`config.mk`:
```
export PLATFORM = sky130hd
export DESIGN_NAME = module_hamming_secded
export DESIGN_NICKNAME = d
export VERILOG_FILES = /design/src/rtl/hamming_pkg.sv /design/src/rtl/module_hamming_syndrome.sv /design/src/rtl/module_hamming_secded.sv
export SDC_FILE = /design/constraint.sdc
export NUM_CORES = 1
export LEC_CHECK = 0
export BUFFER_PORTS_ARGS = -buffer_cell sky130_fd_sc_hd__buf_2
export CORE_ASPECT_RATIO = 0.6
export CORE_MARGIN = 4
export CORE_UTILIZATION = 45
export CTS_CLUSTER_SIZE = 25
export DETAILED_ROUTE_END_ITERATION = 10
export GPL_TIMING_DRIVEN = 0
export MAX_ROUTING_LAYER = met4
export PLACE_DENSITY = 0.79
export SLEW_MARGIN = 15
export SYNTH_ARGS = -nofsm -noshare
export SYNTH_HDL_FRONTEND = slang
export SYNTH_SLANG_ARGS = --single-unit
```
`constraint.sdc`:
```
create_clock -name clk -period 1.5 [get_ports clk]
set_input_delay 0.45 -clock clk [delete_from_list [all_inputs] [get_ports clk]]
set_output_delay 0.45 -clock clk [all_outputs]
set_load 0.005 [all_outputs]
```
`src/rtl/hamming_pkg.sv`:
```
// Shared definitions for the Hamming SEC-DED codec.
//   calc_p   : number of Hamming parity bits needed for a given data width
//   data_pos : 1-based Hamming position that carries data bit i
//   codec_mode_e : per-beat operating mode
package hamming_pkg;

  typedef enum logic {
    ENCODE = 1'b0,
    DECODE = 1'b1
  } codec_mode_e;

  // Smallest p with 2^p >= data_w + p + 1.
  function automatic int unsigned calc_p(input int unsigned data_w);
    int unsigned p;
    p = 0;
    for (int unsigned k = 1; k <= 7; k++) begin
      if (p == 0 && (32'd1 << k) >= data_w + k + 1) p = k;
    end
    return p;
  endfunction

  // Data bits fill the non-power-of-two positions 3, 5, 6, 7, 9, ... LSB first.
  function automatic int unsigned data_pos(input int unsigned i);
    int unsigned cnt;
    int unsigned pos;
    cnt = 0;
    pos = 0;
    for (int unsigned q = 3; q < 64; q++) begin
      if ((q & (q - 1)) != 0) begin
        if (cnt == i && pos == 0) pos = q;
        cnt++;
      end
    end
    return pos;
  endfunction

endpackage

```
`src/rtl/module_hamming_syndrome.sv`:
```
// Combinational syndrome / overall-parity generator.
//   word : CODE_W-bit word, Hamming positions 1..DATA_W+P at bits [DATA_W+P-1:0]
//   syn  : XOR of the Hamming indices of all set bits in positions 1..DATA_W+P
//   par  : XOR of all CODE_W bits
module module_hamming_syndrome #(
  parameter int unsigned DATA_W = 4,
  parameter int unsigned P      = 3,
  parameter int unsigned CODE_W = 8
) (
  input  logic [CODE_W-1:0] word,
  output logic [P-1:0]      syn,
  output logic              par
);

  always_comb begin
    syn = '0;
    for (int unsigned pos = 1; pos <= DATA_W + P; pos++) begin
      if (word[pos-1]) syn = syn ^ P'(pos);
    end
  end

  assign par = ^word;

endmodule

```
`src/rtl/module_hamming_secded.sv`:
```
// Parametrised Hamming SEC-DED encoder/decoder, 2-stage valid/ready pipeline.
//   clk, rst_n (sync, active-low)
//   in_valid/in_ready/in_mode/in_data    : input beat (mode 0 encode, 1 decode)
//   out_valid/out_ready/out_data         : output beat (codeword or corrected data)
//   out_syndrome/out_err_single/out_err_double : decode status, 0 when encoding
//   clr_cnt, cnt_single, cnt_double      : saturating counters of delivered error beats
module module_hamming_secded
  import hamming_pkg::*;
#(
  parameter int unsigned DATA_W  = 4,
  parameter int unsigned CNT_W   = 16,
  localparam int unsigned P      = calc_p(DATA_W),
  localparam int unsigned CODE_W = DATA_W + P + 1
) (
  input  logic              clk,
  input  logic              rst_n,
  input  logic              in_valid,
  output logic              in_ready,
  input  logic              in_mode,
  input  logic [CODE_W-1:0] in_data,
  output logic              out_valid,
  input  logic              out_ready,
  output logic [CODE_W-1:0] out_data,
  output logic [P-1:0]      out_syndrome,
  output logic              out_err_single,
  output logic              out_err_double,
  input  logic              clr_cnt,
  output logic [CNT_W-1:0]  cnt_single,
  output logic [CNT_W-1:0]  cnt_double
);

  localparam int unsigned NPOS = DATA_W + P;

  logic              s1_valid_q;
  codec_mode_e       s1_mode_q;
  logic [CODE_W-1:0] s1_word_q;
  logic [P-1:0]      s1_syn_q;
  logic              s1_par_q;

  logic              s2_valid_q;
  logic [CODE_W-1:0] s2_data_q;
  logic [P-1:0]      s2_syn_q;
  logic              s2_single_q;
  logic              s2_double_q;

  logic [CNT_W-1:0]  cnt_single_q;
  logic [CNT_W-1:0]  cnt_double_q;

  logic s1_en;
  logic s2_en;
  logic out_hs;

  assign s2_en    = !s2_valid_q || out_ready;
  assign s1_en    = !s1_valid_q || s2_en;
  assign in_ready = s1_en && rst_n;
  assign out_hs   = s2_valid_q && out_ready;

  // Encode: place data in its Hamming positions with parity slots left at zero, so the
  // syndrome of that word is exactly the parity bit vector.
  logic [CODE_W-1:0] scatter;
  logic [CODE_W-1:0] syn_word;
  logic [P-1:0]      syn;
  logic              par;

  always_comb begin
    scatter = '0;
    for (int unsigned i = 0; i < DATA_W; i++) begin
      scatter[data_pos(i)-1] = in_data[i];
    end
  end

  assign syn_word = in_mode ? in_data : scatter;

  module_hamming_syndrome #(
    .DATA_W(DATA_W),
    .P     (P),
    .CODE_W(CODE_W)
  ) u_syndrome (
    .word(syn_word),
    .syn (syn),
    .par (par)
  );

  // Stage-2 result: finished codeword or corrected/extracted data plus flags.
  logic [CODE_W-1:0] enc_word;
  logic [CODE_W-1:0] fix_word;
  logic [DATA_W-1:0] dec_data;
  logic              in_range;
  logic              single_d;
  logic              double_d;
  logic [CODE_W-1:0] s2_data_d;
  logic [P-1:0]      s2_syn_d;

  always_comb begin
    enc_word = s1_word_q;
    for (int unsigned k = 0; k < P; k++) begin
      enc_word[(1 << k) - 1] = s1_syn_q[k];
    end
    enc_word[CODE_W-1] = ^enc_word[CODE_W-2:0];

    // S=0 with G=1 is an error in the overall-parity bit itself: counted, nothing to flip.
    in_range = (32'(s1_syn_q) <= NPOS);
    single_d = s1_par_q && in_range;
    double_d = (s1_par_q && !in_range) || (!s1_par_q && (s1_syn_q != '0));

    fix_word = s1_word_q;
    for (int unsigned pos = 1; pos <= NPOS; pos++) begin
      if (single_d && (s1_syn_q == P'(pos))) fix_word[pos-1] = ~fix_word[pos-1];
    end

    dec_data = '0;
    for (int unsigned i = 0; i < DATA_W; i++) begin
      dec_data[i] = fix_word[data_pos(i)-1];
    end

    if (s1_mode_q == DECODE) begin
      s2_data_d = CODE_W'(dec_data);
      s2_syn_d  = s1_syn_q;
    end else begin
      s2_data_d = enc_word;
      s2_syn_d  = '0;
      single_d  = 1'b0;
      double_d  = 1'b0;
    end
  end

  always_ff @(posedge clk) begin
    if (!rst_n) begin
      s1_valid_q  <= 1'b0;
      s1_mode_q   <= ENCODE;
      s1_word_q   <= '0;
      s1_syn_q    <= '0;
      s1_par_q    <= 1'b0;
      s2_valid_q  <= 1'b0;
      s2_data_q   <= '0;
      s2_syn_q    <= '0;
      s2_single_q <= 1'b0;
      s2_double_q <= 1'b0;
    end else begin
      if (s1_en) begin
        s1_valid_q <= in_valid;
        if (in_valid) begin
          s1_mode_q <= codec_mode_e'(in_mode);
          s1_word_q <= syn_word;
          s1_syn_q  <= syn;
          s1_par_q  <= par;
        end
      end
      if (s2_en) begin
        s2_valid_q <= s1_valid_q;
        if (s1_valid_q) begin
          s2_data_q   <= s2_data_d;
          s2_syn_q    <= s2_syn_d;
          s2_single_q <= single_d;
          s2_double_q <= double_d;
        end
      end
    end
  end

  // Clear has priority over a coincident increment.
  always_ff @(posedge clk) begin
    if (!rst_n || clr_cnt) begin
      cnt_single_q <= '0;
      cnt_double_q <= '0;
    end else begin
      if (out_hs && s2_single_q && (cnt_single_q != '1)) begin
        cnt_single_q <= cnt_single_q + CNT_W'(1);
      end
      if (out_hs && s2_double_q && (cnt_double_q != '1)) begin
        cnt_double_q <= cnt_double_q + CNT_W'(1);
      end
    end
  end

  assign out_valid      = s2_valid_q;
  assign out_data       = s2_data_q;
  assign out_syndrome   = s2_syn_q;
  assign out_err_single = s2_single_q;
  assign out_err_double = s2_double_q;
  assign cnt_single     = cnt_single_q;
  assign cnt_double     = cnt_double_q;

endmodule

```
==> impl_metrics.tcl, run 1 <==
set metrics [dict create \
    drv_slew 0 \
    endpoint_kind "flop" \
    ctsRootBufferMaster "clkbuf_8" \
    cp.arrival_ps 1850 \
    whs_ps 413 \
    grt_max_degree 16 \
    start_util_pct 47.2 \
    drive_above_1_share_pct 43.7 \
    min_path_type "input pin to flop" \
    cp.required_ps 1730 \
    worstMarginPinSlew_ps 518 \
    dp_worst_setup_slack_ps -333 \
    route.vias.total 2836 \
    hold_buffers 0 \
    clock-sinks 56 \
    start_kind "flop" \
    cp_max_fo 6 \
    ys_seq_elements 56 \
    nFillCells 517 \
    leakage_nw 1.60 \
    ys_types 46 \
    layout_commonest_cell "buf_2" \
    hold_viol_final 0 \
    wl_per_cell_microns 16.7 \
    drtIter0Drc 211 \
    setup_violations 9 \
    drc 0 \
    hpwl_microns 5460 \
    grt_pass1_wl_microns 12800 \
    synth.top_cell.area_share_pct 38.4 \
    grt_pass1_vias 2532 \
    irDropWorstVdd_mv 0.343 \
    maxCapViolations 0 \
    htreeDepth 2 \
    final_cell_mix "buf_2, nor2_1, buf_4" \
    netlist_top_cells_area "dfxtp_1, xnor2_1, nor2_1" \
    grt_setup_unrepaired "yes" \
    syn_to_final_growth_pct 36.4 \
    cts_tree "built" \
    grt.overflow.total 0 \
    detail-route-antenna-nets 0 \
    gp_congestion 0.974 \
    portBuffers 58 \
    skew_ps 11.9 \
    totalWireLength_microns 8600 \
    synthArstFlopShare_pct 0 \
    cts_buffers 5 \
    core_sq_um 6190 \
    fin_crit_ps 1620 \
    ys_warn_count 0 \
    dieArea_sq_um 7880 \
    relSlewSlack_pct 65.4 \
    r2r_start "out_valid" \
    seqCellArea_sq_um 1220 \
    n_antenna_cell 0 \
    first_pass_iters 5 \
    synth.cell_area_sq_um 2920 \
    fin_nets 450 \
    placementRows 22 \
    multi_input_area_sq_um 1940 \
    yosysSeqAreaShare_pct 38.4 \
    ys.flop_type "dfxtp_1" \
    reg2reg_slack_ps -120 \
    synth-edff-count 0 \
    critPathLaunch "out_valid" \
    io_pins 61 \
    vias_per_cell 5.52 \
    power_density_nw_per_um2 721 \
    clk_pin_slew_ps 110 \
    insertion_delay_ps 310 \
    die-height_microns 70.4 \
    finalCritPeriodShare_pct 108 \
    crit_end "cnt_single[11]" \
    violations "setup timing" \
    syn_avg_cell_area_sq_um 8.67 \
    fmaxAchievable_mhz 618 \
    reg2reg_depth 6 \
    synthCells 337 \
    worstSetupPathType "flop to flop" \
    clockBufferDepth 2 \
    synth_top_area_cell "dfxtp_1" \
    grt_util_all_layers_pct 20.1 \
    worst_slack_ps -119 \
    die_w_microns 112 \
    synth_fp_nets 357 \
    antenna_found_initial 0 \
    status "complete, but fails checks" \
    r2r_end "cnt_single[11]" \
]
## timing repair
item	CTS	global route
buffers inserted	11	19
pin swaps	11	30
cloned	0	0
resized for setup	60	58
endpoints found under the setup margin	48	44
## cell type report
cell class              count  area share (%)
plain buffers              14            2.32
clock buffers               7            2.42
inverters                   3           0.346
multi-input cells         262            48.6
flip-flops and latches     56            30.5
well taps                  84            2.64
repair buffers             88            13.1
## how the worst min path moves through the flow
stage	to	start	slack (ps)	cells after the start
after floorplan	out_data[7]	out_data[7]	450	2
after global placement	out_syndrome[1]	out_syndrome[1]	440	2
after detailed placement	out_syndrome[2]	out_syndrome[2]	450	2
after CTS	out_data[3]	rst_n	400	2
after global routing	out_data[3]	rst_n	410	2
final	out_data[3]	rst_n	410	2
## layer usage
layer | wire, microns | global-route usage, % | up-vias | part of all wire, %
li1 | - | - | 1363 | -
met1 | 3900 | 28.5 | 1339 | 45
met2 | 3930 | 29.7 | 120 | 46
met3 | 631 | 4.50 | 14 | 7.3
met4 | 138 | 3.87 | 0 | 1.6
met5 | 0 | - | - | 0
## worst max-delay path, stage by stage, from the launching register on
cell     delay (ps)
dfxtp_4         390
and3_4          180
buf_6           110
nand4_1         200
buf_4           200
or3_1           310
a21oi_1         140
## synth_stat cells, drive strengths merged, types with 5 or more instances
cell type	instances
ha	6
and2	5
mux2i	8
dfxtp	56
and3	5
xor2	20
buf	7
a21oi	24
o21ai	9
nor3	6
clkbuf	9
nand3	19
xnor2	25
nand4	11
a211oi	7
nor2	53
nand2	27
## report_power, final
group / leakage (nW) / internal (mW) / total (mW) / switching [mW]
Clock: 0.0503 / 0.413 / 0.906 / 0.493
Sequential: 0.478 / 1.49 / 1.54 / 0.0464
Combinational: 1.08 / 0.199 / 0.428 / 0.229
## kinds of logic (layout without fill, tap and decap cells)
family,Yosys count,in the layout,synth area share [%]
and+or+nand+nor,152,152,28.6
DFF,56,56,38.4
AOI/OAI and AO/OA,50,50,10.5
xor gates and xnor gates,46,46,14.3
buffers and inverters,19,112,2.96
muxes,8,8,2.74
adders and majority gates,6,6,2.57
## flip-flops by register name (all words and copies together), names as in the netlist
name / count
out_valid: 1
out_err_single: 1
s1_syn_q: 3
s1_valid_q: 1
s1_word_q: 4
out_data: 8
out_err_double: 1
out_syndrome: 3
cnt_double: 16
cnt_single: 16
s1_mode_q: 1
s1_par_q: 1
## stage by stage
stage | instances | utilization [%] | instance area [sq um] | TNS, ps | total power, mW
floorplan | 337 | - | 2920 | -1.29 | 1.85
global placement | 479 | 53.6 | 3320 | -8040 | 1.94
detailed placement | 479 | 53.6 | 3320 | -9200 | 1.95
CTS | 496 | 59.2 | 3670 | -54.9 | 2.82
global route | 514 | 64.3 | 3980 | -1480 | 2.98
finish | 514 | 64.3 | 3980 | -489 | 2.87
(Power assumes the default switching activity.)
==> inputs of run 2 (changes only) <==
--- a/config.mk
+++ b/config.mk
@@ -13,7 +13,7 @@
 export DETAILED_ROUTE_END_ITERATION = 10
 export GPL_TIMING_DRIVEN = 0
 export MAX_ROUTING_LAYER = met4
-export PLACE_DENSITY = 0.79
+export PLACE_DENSITY = 0.74
 export SLEW_MARGIN = 15
 export SYNTH_ARGS = -nofsm -noshare
 export SYNTH_HDL_FRONTEND = slang
==> impl_metrics.tcl, run 2 (same netlist as run 1, synthesis figures left out) <==
set metrics [dict create \
    vias_per_cell 5.37 \
    first_pass_iters 5 \
    fmaxAchievable_mhz 643 \
    drtIter0Drc 217 \
    start_util_pct 47.2 \
    nFillCells 507 \
    wl_per_cell_microns 15.1 \
    worst_slack_ps -56.3 \
    r2r_start "cnt_single[11]" \
    detail-route-antenna-nets 0 \
    p_comb_share_pct 14.1 \
    hold_viol_final 0 \
    setup_violations 6 \
    r2r_end "cnt_single[0]" \
    portBuffers 58 \
    drc 0 \
    fin_nets 454 \
    insertion_delay_ps 310 \
    maxCapViolations 0 \
    power_density_nw_per_um2 733 \
    io_pins 61 \
    seqCellArea_sq_um 1210 \
    cp_max_fo 6 \
    p_int_mw 2.18 \
    min_to "out_data[3]" \
    hp-start "rst_n" \
    dieArea_sq_um 7880 \
    cp.arrival_ps 1110 \
    cp.required_ps 1050 \
    cts_buffers 5 \
    reg2reg_depth 7 \
    htreeDepth 2 \
    start_kind "flop" \
    switchingPower_uw 751 \
    final_cell_mix "buf_2, nor2_1, buf_4" \
    skew_ps 14.7 \
    irDropWorstVdd_mv 0.561 \
    relSlewSlack_pct 65.4 \
    grt.overflow.total 0 \
    antenna_found_initial 0 \
    cts_tree "built" \
    grt_setup_unrepaired "yes" \
    hold_depth 2 \
    status "complete, but fails checks" \
    grt_util_all_layers_pct 18.8 \
    fin_crit_ps 1560 \
    ctsRootBufferMaster "clkbuf_8" \
    totalWireLength_microns 7840 \
    core_sq_um 6190 \
    endpoint_kind "primary output" \
    drv_slew 0 \
    reg2reg_slack_ps -20 \
    hpwl_microns 5290 \
    violations "setup timing" \
    clock-sinks 56 \
    drive_above_1_share_pct 42.3 \
    worstSetupPathType "flop to primary output" \
    clk_pin_slew_ps 100 \
    p_clk_share_pct 33.6 \
    worstMarginPinSlew_ps 519 \
    multi_input_area_sq_um 1900 \
    hold_buffers 0 \
    grt_pass1_wl_microns 11900 \
    grt_pass1_vias 2469 \
    layout_commonest_cell "buf_2" \
    n_antenna_cell 0 \
    gp_congestion 0.986 \
    grt_max_degree 17 \
    min_path_type "input pin to flop" \
    die_w_microns 112 \
    seq_power_share_pct 52.3 \
    die-height_microns 70.4 \
    finalCritPeriodShare_pct 104 \
    swShare_pct 25.6 \
    leakage_nw 1.64 \
    utilization_pct 64.6 \
    power_mw 2.93 \
    syn_to_final_growth_pct 37.0 \
    dp_cells 479 \
    route.vias.total 2786 \
    instances_no_fill 519 \
    clockBufferDepth 2 \
    placementRows 22 \
]
run 2: cell types whose count changed in the layout (fill, tap and decap cells not counted), moves of 2 or more:
cell,before,now
clkbuf_8,8,5
o21ai_2,2,0
o21ai_1,0,2
clkbuf_1,3,6
buf_6,4,8
run 2: how the worst max path moves through the flow:
stage | startpoint | end | slack, ps
finish | out_valid | in_ready | -60
floorplan | cnt_single[11] | cnt_single[5] | -1
global route | cnt_single[11] | cnt_single[3] | -110
CTS | out_valid | in_ready | -50
detailed placement | rst_n | in_ready | -340
global placement | rst_n | in_ready | -320
run 2: repair_timing:
action / in CTS / in global routing
buffers inserted: 9 / 24
endpoints found under the setup margin: 47 / 35
resized for setup: 55 / 56
pin swaps: 6 / 24
run 2: layout make-up:
type	count	share of cell area [%]
clock inverter	2	0.876
timing repair buffer	91	14.1
buffer	15	2.41
multi-input combinational	262	47.6
sequential	56	30.4
tap	84	2.63
inverter	3	0.281
clock buffer	6	1.81
run 2: routing by layer:
| metal | global-route usage, % | up-vias | wire length, microns |
|---|---|---|---|
| li1 | - | 1371 | - |
| met3 | 4.59 | 4 | 534 |
| met4 | 2.80 | 0 | 45 |
| met5 | - | - | 0 |
| met1 | 27.7 | 1320 | 3970 |
| met2 | 26.4 | 91 | 3290 |
run 2: through the flow:
step | hold slack [ps] | worst slack, ps | instance area, sq um | TNS, ps
2_1_floorplan | 448 | -1.29 | 2920 | -1.29
3_3_place_gp | 442 | -320 | 3320 | -8400
3_5_place_dp | 445 | -343 | 3320 | -9280
4_1_cts | 407 | -47.1 | 3660 | -47.1
5_1_grt | 415 | -105 | 4000 | -1310
6_report | 418 | -56.3 | 4000 | -114
run 2: critical path, stage by stage, from the launching register on:
cell     delay (ps)
dfxtp_4         390
nor2b_4         200
a21oi_2          80
buf_2           130
run 2: power by group through the flow:
stage / logic (mW) / clock network [mW] / registers, mW
floorplan: 0.261 / 0 / 1.59
global placement: 0.349 / 0 / 1.60
detailed placement: 0.358 / 0 / 1.60
CTS: 0.381 / 0.993 / 1.55
global route: 0.453 / 1.07 / 1.54
finish: 0.414 / 0.986 / 1.53
==> inputs of run 3 (changes only) <==
--- a/config.mk
+++ b/config.mk
@@ -13,7 +13,7 @@
 export DETAILED_ROUTE_END_ITERATION = 10
 export GPL_TIMING_DRIVEN = 0
 export MAX_ROUTING_LAYER = met4
-export PLACE_DENSITY = 0.74
+export PLACE_DENSITY = 0.72
 export SLEW_MARGIN = 15
 export SYNTH_ARGS = -nofsm -noshare
 export SYNTH_HDL_FRONTEND = slang
==> constraint.sdc (replaced) <==
create_clock -name clk -period 1.76 [get_ports clk]
set_input_delay 0.528 -clock clk [delete_from_list [all_inputs] [get_ports clk]]
set_output_delay 0.528 -clock clk [all_outputs]
set_load 0.005 [all_outputs]
==> impl_metrics.tcl, run 3 (same netlist as run 1, synthesis figures left out) <==
set metrics [dict create \
    status "finished clean" \
    clockBufferDepth 2 \
    core_sq_um 6190 \
    maxCapViolations 0 \
    worstMarginPinSlew_ps 511 \
    fmaxAchievable_mhz 592 \
    clock-sinks 56 \
    vias_per_cell 5.26 \
    die_w_microns 112 \
    hold_depth 2 \
    min_path_type "flop to flop" \
    grt_pass1_vias 2308 \
    finalCritPeriodShare_pct 95.9 \
    power_mw 2.37 \
    ctsRootBufferMaster "clkbuf_8" \
    reg2reg_depth 5 \
    drtIter0Drc 167 \
    hpwl_microns 5260 \
    grt_max_degree 16 \
    totalWireLength_microns 6820 \
    grt_pass1_wl_microns 11400 \
    insertion_delay_ps 310 \
    whs_ps 460 \
    first_pass_iters 4 \
    relSlewSlack_pct 66.0 \
    grt_setup_unrepaired "yes" \
    crit_path_cell_trace "buf_2, inv_2, buf_4, a21oi_2, buf_2" \
    n_antenna_cell 0 \
    dieArea_sq_um 7880 \
    start_kind "input pin" \
    cp.buffers_inverters 4 \
    met2WireLength_microns 2700 \
    layout_commonest_cell "buf_2" \
    irDropWorstVdd_mv 0.347 \
    die-height_microns 70.4 \
    hold_viol_final 0 \
    cp.arrival_ps 1160 \
    instances_no_fill 488 \
    syn_to_final_growth_pct 18.6 \
    drc 0 \
    grt.overflow.total 0 \
    path_delay_family "buffers and inverters" \
    skew_ps 5.96 \
    fin_nets 423 \
    gp_congestion 0.947 \
    critPathMostFrequentCell "buf_2" \
    route.vias.total 2568 \
    cts_tree "built" \
    dp_cells 479 \
    start_util_pct 47.2 \
    utilization_pct 55.9 \
    cp_slowest_cell "buf_4" \
    wl_met3_microns 490 \
    drive_above_1_share_pct 25.2 \
    wl_per_cell_microns 14.0 \
    cts_buffers 5 \
    cp.required_ps 1230 \
    grt_util_all_layers_pct 18.0 \
    fin_crit_ps 1690 \
    htreeDepth 2 \
    worstSetupPathType "input pin to primary output" \
    setup_violations 0 \
    top_layer_used "met4" \
    endpoint_kind "primary output" \
    portBuffers 58 \
    final_cell_mix "buf_2, nor2_1, dfxtp_1" \
    cp_max_fo 10 \
    detail-route-antenna-nets 0 \
    leakage_nw 1.41 \
    max_stage_delay_ps 210 \
    io_pins 61 \
    crit_cells 5 \
    wl_met1_microns 3600 \
    hold_buffers 0 \
    placementRows 22 \
    power_density_nw_per_um2 685 \
    clk_pin_slew_ps 100 \
    drv_slew 0 \
    antenna_found_initial 0 \
]
-- run 3: worst paths after layout --
check / start / endpoint / slack, ps
worst max register to register: cnt_single[11] / cnt_single[6] / 90
worst max-delay path: rst_n / in_ready / 70
worst min register to register: out_data[7] / out_data[7] / 460
worst min-delay path: out_data[7] / out_data[7] / 460
-- run 3: worst reg2reg max path: stages, from the launching register on --
cell	delay [ps]
dfxtp_1	460
nand4_1	330
o311ai_2	470
nor2_1	100
xnor2_1	140
nor2_1	50
-- run 3: layout make-up --
cell class	count	area [sq um]
timing repair buffer	59	298
sequential	56	1130
multi-input combinational	262	1750
tap	84	105
inverter	3	11.3
clock buffer	8	90.1
buffer	16	78.8
fill	613	2730
-- run 3: per-layer routing --
metal | vias up | global-route usage (%)
met5 | - | -
met4 | 0 | 3.20
met3 | 4 | 4.85
met2 | 66 | 24.6
met1 | 1187 | 26.7
li1 | 1311 | -
-- run 3: what timing repair did --
item | in CTS | in global routing
setup buffers | 1 | 0
pin swaps | 1 | 2
cloned | 0 | 0
setup endpoints to repair | 3 | 16
gates resized for setup | 4 | 14
-- run 3: where the power goes --
part	internal (mW)	total, mW	switching (mW)	leakage (nW)
clock network	0.322	0.729	0.407	0.0455
logic	0.141	0.310	0.169	0.908
registers	1.30	1.33	0.0371	0.458
-- run 3: per-stage QoR --
step	worst slack (ps)	setup TNS, ps	cell area (sq um)
after floorplan	236	0	2920
after global placement	-214	-1870	3320
after detailed placement	-228	-2480	3320
after CTS	2.86	0	3420
after global routing	-9.68	-9.68	3460
final	71.4	0	3460
